$ cat config.mk
export PLATFORM = sky130hd
export DESIGN_NAME = sort_ctrl
export DESIGN_NICKNAME = d
export VERILOG_FILES = /design/src/rtl/sort_pkg.sv /design/src/rtl/sort_cmp_swap.sv /design/src/rtl/sort_ctrl.sv
export SDC_FILE = /design/constraint.sdc
export NUM_CORES = 1
export LEC_CHECK = 0
export ABC_AREA = 1
export CAP_MARGIN = 20
export CORE_ASPECT_RATIO = 0.6
export CORE_MARGIN = 8
export CORE_UTILIZATION = 40
export CTS_CLUSTER_DIAMETER = 150
export DETAILED_ROUTE_END_ITERATION = 7
export GPL_TIMING_DRIVEN = 0
export PLACE_DENSITY_LB_ADDON = 0.12
export SLEW_MARGIN = 15
export SYNTH_ARGS = -nofsm -noshare
export SYNTH_HDL_FRONTEND = slang
export SYNTH_SLANG_ARGS = --single-unit
$ cat constraint.sdc
create_clock -name clk -period 2.25 [get_ports clk]
set_clock_uncertainty 0.2 [all_clocks]
set_input_delay 0.45 -clock clk [delete_from_list [all_inputs] [get_ports clk]]
set_output_delay 0.45 -clock clk [all_outputs]
set_load 0.05 [all_outputs]
$ cat src/rtl/sort_pkg.sv
// +-----------------------------------------------------------------+
// | sort_pkg : shared types and constants for the bubble-sort engine |
// | rev 1.0                                                          |
// +-----------------------------------------------------------------+
`default_nettype none

package sort_pkg;

  localparam int SWAP_CNT_W = 16;

  typedef enum logic [2:0] {
    IDLE = 3'd0,
    RD_A = 3'd1,
    RD_B = 3'd2,
    CMP  = 3'd3,
    WR_A = 3'd4,
    WR_B = 3'd5,
    NEXT = 3'd6
  } state_t;

endpackage

`default_nettype wire

$ cat src/rtl/sort_cmp_swap.sv
// +-----------------------------------------------------------------+
// | sort_cmp_swap : a/b holding registers and unsigned a > din check |
// | rev 1.0                                                          |
// +-----------------------------------------------------------------+
`default_nettype none

module sort_cmp_swap #(
  parameter int WIDTH = 8
) (
  input  logic             clk,
  input  logic             rst,
  input  logic             i_load_a,
  input  logic             i_load_b,
  input  logic [WIDTH-1:0] i_din,
  output logic [WIDTH-1:0] o_a,
  output logic [WIDTH-1:0] o_b,
  output logic             o_a_gt_din
);

  logic [WIDTH-1:0] r_a;
  logic [WIDTH-1:0] r_b;

  always_ff @(posedge clk) begin
    if (!rst) begin
      r_a <= '0;
      r_b <= '0;
    end else begin
      if (i_load_a) r_a <= i_din;
      if (i_load_b) r_b <= i_din;
    end
  end

  // Compared against the live read data so the swap decision is made in CMP itself.
  assign o_a_gt_din = (r_a > i_din);
  assign o_a        = r_a;
  assign o_b        = r_b;

endmodule

`default_nettype wire

$ cat src/rtl/sort_ctrl.sv
// +-----------------------------------------------------------------+
// | sort_ctrl : in-place ascending bubble sort over a 1-port RAM     |
// | rev 1.0                                                          |
// +-----------------------------------------------------------------+
`default_nettype none

module sort_ctrl
  import sort_pkg::*;
#(
  parameter int WIDTH  = 8,
  parameter int DEPTH  = 8,
  parameter int ADDR_W = $clog2(DEPTH)
) (
  input  logic                  clk,
  input  logic                  rst,
  input  logic                  s,
  output logic                  busy,
  output logic                  done,
  output logic [SWAP_CNT_W-1:0] swap_cnt,
  output logic [ADDR_W-1:0]     ram_addr,
  output logic                  ram_we,
  output logic [WIDTH-1:0]      ram_wdata,
  input  logic [WIDTH-1:0]      ram_rdata
);

  generate
    if (DEPTH < 2) begin : g_depth_chk
      $error("sort_ctrl: DEPTH must be at least 2");
    end
  endgenerate

  localparam logic [ADDR_W:0] c_last_max = (ADDR_W + 1)'(DEPTH - 2);

  state_t          r_state;
  logic [ADDR_W:0] r_i;
  logic [ADDR_W:0] r_p;
  logic            r_swapped;

  logic [ADDR_W:0] w_i_inc;
  logic [ADDR_W:0] w_last_i;
  logic [WIDTH-1:0] w_a;
  logic [WIDTH-1:0] w_b;
  logic            w_gt;

  assign w_i_inc  = r_i + 1'b1;
  assign w_last_i = c_last_max - r_p;

  sort_cmp_swap #(
    .WIDTH (WIDTH)
  ) u_cmp (
    .clk        (clk),
    .rst        (rst),
    .i_load_a   (r_state == RD_B),
    .i_load_b   (r_state == CMP),
    .i_din      (ram_rdata),
    .o_a        (w_a),
    .o_b        (w_b),
    .o_a_gt_din (w_gt)
  );

  always_ff @(posedge clk) begin
    if (!rst) begin
      r_state   <= IDLE;
      r_i       <= '0;
      r_p       <= '0;
      r_swapped <= 1'b0;
      done      <= 1'b0;
      swap_cnt  <= '0;
    end else begin
      case (r_state)
        IDLE: begin
          if (s) begin
            r_state   <= RD_A;
            r_i       <= '0;
            r_p       <= '0;
            r_swapped <= 1'b0;
            swap_cnt  <= '0;
            done      <= 1'b0;
          end
        end
        RD_A: r_state <= RD_B;
        RD_B: r_state <= CMP;
        CMP:  r_state <= w_gt ? WR_A : NEXT;
        WR_A: r_state <= WR_B;
        WR_B: begin
          r_swapped <= 1'b1;
          if (swap_cnt != '1) swap_cnt <= swap_cnt + 1'b1;
          r_state <= NEXT;
        end
        NEXT: begin
          if (r_i < w_last_i) begin
            r_i     <= w_i_inc;
            r_state <= RD_A;
          end else if (!r_swapped || (r_p == c_last_max)) begin
            done    <= 1'b1;
            r_state <= IDLE;
          end else begin
            r_p       <= r_p + 1'b1;
            r_i       <= '0;
            r_swapped <= 1'b0;
            r_state   <= RD_A;
          end
        end
        default: r_state <= IDLE;
      endcase
    end
  end

  // RAM port is a pure decode of registered state and index; s never reaches it.
  always_comb begin
    ram_addr  = '0;
    ram_we    = 1'b0;
    ram_wdata = '0;
    case (r_state)
      RD_A: ram_addr = r_i[ADDR_W-1:0];
      RD_B: ram_addr = w_i_inc[ADDR_W-1:0];
      WR_A: begin
        ram_addr  = r_i[ADDR_W-1:0];
        ram_we    = 1'b1;
        ram_wdata = w_b;
      end
      WR_B: begin
        ram_addr  = w_i_inc[ADDR_W-1:0];
        ram_we    = 1'b1;
        ram_wdata = w_a;
      end
      default: ;
    endcase
  end

  assign busy = (r_state != IDLE);

endmodule

`default_nettype wire
==> impl_metrics.env <==
export IMPL_layout_drive_gt1_share=0.1504
export IMPL_outcome="complete, no violations"
export IMPL_syn_avg_cell_area_um2=6.755
export IMPL_die_height_um=79.58
export IMPL_setup_ws_ns=0.05961
export IMPL_row_count=23
export IMPL_power_frac_comb=0.257
export IMPL_synthesis_nets=426
export IMPL_hold_path_class="register to register"
export IMPL_syn_to_final_growth_pct=27.21
export IMPL_io_pin_count=41
export IMPL_ctsHoldBuffers=0
export IMPL_start_util=0.4090
export IMPL_clockBufferDepth=2
export IMPL_htree_levels=2
export IMPL_antenna_found_initial=0
export IMPL_fmax_mhz=456.5
export IMPL_p_per_area_mw_per_mm2=561.7
export IMPL_drt_pass1_iterations=5
export IMPL_crit_path_end_kind="primary output"
export IMPL_whs_path_depth=2
export IMPL_reg2reg_depth=9
export IMPL_path_max_fanout=10
export IMPL_die_width_um=122.0
export IMPL_critical_path_startpoint_type="register"
export IMPL_syn_inst=399
export IMPL_die_area_mm2=0.009706
export IMPL_dr_wl_met2_um=3164
export IMPL_gp_congestion=0.8373
export IMPL_maxSlewHeadroom=0.6206
export IMPL_instances_no_fill=539
export IMPL_period_needed_ns=2.190
export IMPL_synth_top_area_frac=0.3343
export IMPL_grt_pass1_wl_um=12580
export IMPL_sequentialPowerShare=0.465
export IMPL_wl_met3_um=613
export IMPL_whs_endpoint="r_swapped"
export IMPL_clockPowerShare=0.279
export IMPL_grt_pass1_vias=2505
export IMPL_num_vias=2837
export IMPL_path_class="register to primary output"
export IMPL_critPathRequiredTime_ns=1.60
export IMPL_period_share=0.9735
export IMPL_clockRootBuffer="clkbuf_8"
export IMPL_netlist_area_mm2=0.002695
export IMPL_fin_total_pwr_mw=1.926
export IMPL_top_layer="met4"
export IMPL_ys_ff_latch=45
export IMPL_p_switching_mw=0.6615
export IMPL_grt_max_degree=13
export IMPL_dp_cells=526
export IMPL_cts_sinks=45
export IMPL_r2r_slack_ns=0.15
export IMPL_ir_worst_vdd_uv=316.9
export IMPL_dp_slack_ns=-0.5792
export IMPL_ant_nets=0
export IMPL_ys_seq_area_frac=0.3343
export IMPL_fin_nets=479
export IMPL_cp_arrival_ns=1.54
export IMPL_n_antenna_cell=0
export IMPL_grt_overflow=0
export IMPL_maxCapViolCount=0
export IMPL_maxSlewViolCount=0
export IMPL_worst_pin_slew_ns=0.5661
export IMPL_drt_wl_total_um=7801
export IMPL_drcViolationCount=0
export IMPL_holdCritStartpoint="r_swapped"
export IMPL_reg2reg_to="r_swapped"
export IMPL_synth_warnings=0
export IMPL_first_iter_violations=243
export IMPL_synth_area_top_cells="dfxtp_1, nand2_1, a21oi_1"
export IMPL_sw_frac_of_total=0.3435
export IMPL_report_final_setup_viol=0
export IMPL_track_usage=0.1630
export IMPL_leakage_nw=1.615
export IMPL_coreArea_mm2=0.006590
export IMPL_synthDistinctLibCells=29
export IMPL_via_per_inst=5.263
export IMPL_yosysTopAreaCell="dfxtp_1"
export IMPL_numCtsBuffers=5
export IMPL_clock_latency_ns=0.32
export IMPL_path_clk_slew_ns=0.08
export IMPL_hold_viol=0
export IMPL_r2r_start="r_p[2]"
export IMPL_dp_hpwl_um=5699
export IMPL_cts_tree="done"
export IMPL_io_buffers=40
export IMPL_p_int_mw=1.264
export IMPL_wl_per_cell_um=14.47
export IMPL_wl_met1_um=3943
-- layout by cell type, fill, tap and decap left out, types with 2 or more instances in the layout --
master	count
a32o_1	4
dfxtp_4	3
or2_2	4
nand3_1	37
nand2_2	4
buf_8	3
nor2_2	2
buf_2	5
xor2_1	5
dlymetal6s2s_1	5
dfxtp_1	41
buf_4	9
o21ai_1	4
buf_6	9
ha_1	16
nand3_2	2
o21bai_1	2
nand4_1	10
inv_2	8
inv_1	38
clkbuf_1	5
o21ai_0	20
nor2_1	41
dlygate4sd2_1	12
a21oi_1	42
nor3_1	2
clkbuf_8	6
nand2_1	85
clkdlybuf4s50_1	11
a32o_2	3
-- registers in the layout, summed over array words and instances, names as in the netlist --
register   count
r_swapped      1
swap_cnt      16
u_cmp.o_b      8
done           1
u_cmp.o_a      8
r_i            4
r_state        3
r_p            4
-- worst max-delay path: stages (launching register included) --
cell     delay, ns
dfxtp_4       0.37
inv_2         0.08
nand2_4       0.07
nor2_4        0.12
buf_8         0.13
buf_8         0.13
a32o_1        0.15
buf_6         0.16
-- layer usage --
metal,up-vias,track usage
li1,1439,-
met1,1309,0.2332
met2,81,0.2303
met3,8,0.05367
met4,0,0.03182
met5,-,0
-- kinds of logic (layout without fill, tap and decap cells) --
logic type / Yosys count / in the layout / synth area share
buffers and inverters: 59 / 112 / 0.08960
flip-flops: 45 / 45 / 0.3343
XOR/XNOR: 6 / 6 / 0.01950
adder cells (fa/ha/maj): 16 / 16 / 0.07428
AO/OA/AOI/OAI: 81 / 81 / 0.1695
AND/OR/NAND/NOR: 192 / 192 / 0.3129
-- worst max path at each step --
stage | start | end
floorplan | r_state[2] | ram_addr[0]
global placement | r_state[2] | ram_wdata[1]
detailed placement | r_state[2] | ram_wdata[1]
CTS | swap_cnt[6] | swap_cnt[6]
global route | r_state[0] | ram_addr[2]
finish | r_state[1] | ram_wdata[5]
-- cell type report --
| type | count | area [um^2] |
|---|---|---|
| Multi-Input combinational cell | 295 | 1608 |
| Inverter | 46 | 172.7 |
| Timing Repair Buffer | 47 | 455.4 |
| Buffer | 12 | 83.83 |
| Sequential cell | 45 | 913.4 |
| Fill cell | 687 | 3162 |
| Clock buffer | 7 | 86.33 |
| Tap cell | 87 | 108.9 |
-- what timing repair did --
action                                  in CTS  in global routing
buffers inserted                             6                  1
pin swaps                                    3                  2
endpoints found under the setup margin      32                 28
gates resized for setup                     98                 31
-- cells in the mapped netlist, drive strengths merged --
cell and count:
xnor2 1, a31o 1, nor2 44, xor2 5, a31oi 1, o21ai 25
clkbuf 6, a32o 7, or2 4, o21a 1, ha 16, o21bai 2
buf 7, a41oi 1, nand2 90, inv 46, nand3 40, dfxtp 45
a21oi 43, nor3 4, nand4 10
-- power groups by stage --
stage / Sequential (mW) / Clock (mW) / Combinational (mW)
6_report: 0.895 / 0.537 / 0.494
3_3_place_gp: 0.905 / 0 / 0.444
2_1_floorplan: 0.907 / 0 / 0.302
5_1_grt: 0.900 / 0.583 / 0.549
4_1_cts: 0.891 / 0.546 / 0.479
3_5_place_dp: 0.905 / 0 / 0.449
-- stage by stage --
| step | hold WS, ns | setup TNS (ns) | instance area [um^2] | util |
|---|---|---|---|---|
| after global placement | 0.2331 | -6.120 | 3204 | 0.4862 |
| after detailed placement | 0.2506 | -6.321 | 3204 | 0.4862 |
| final | 0.2578 | 0 | 3428 | 0.5202 |
| after CTS | 0.2631 | 0 | 3346 | 0.5077 |
| after global routing | 0.2858 | -0.04060 | 3428 | 0.5202 |
| after floorplan | 0.2257 | -0.07706 | 2695 | - |
(Power assumes the default switching activity.)
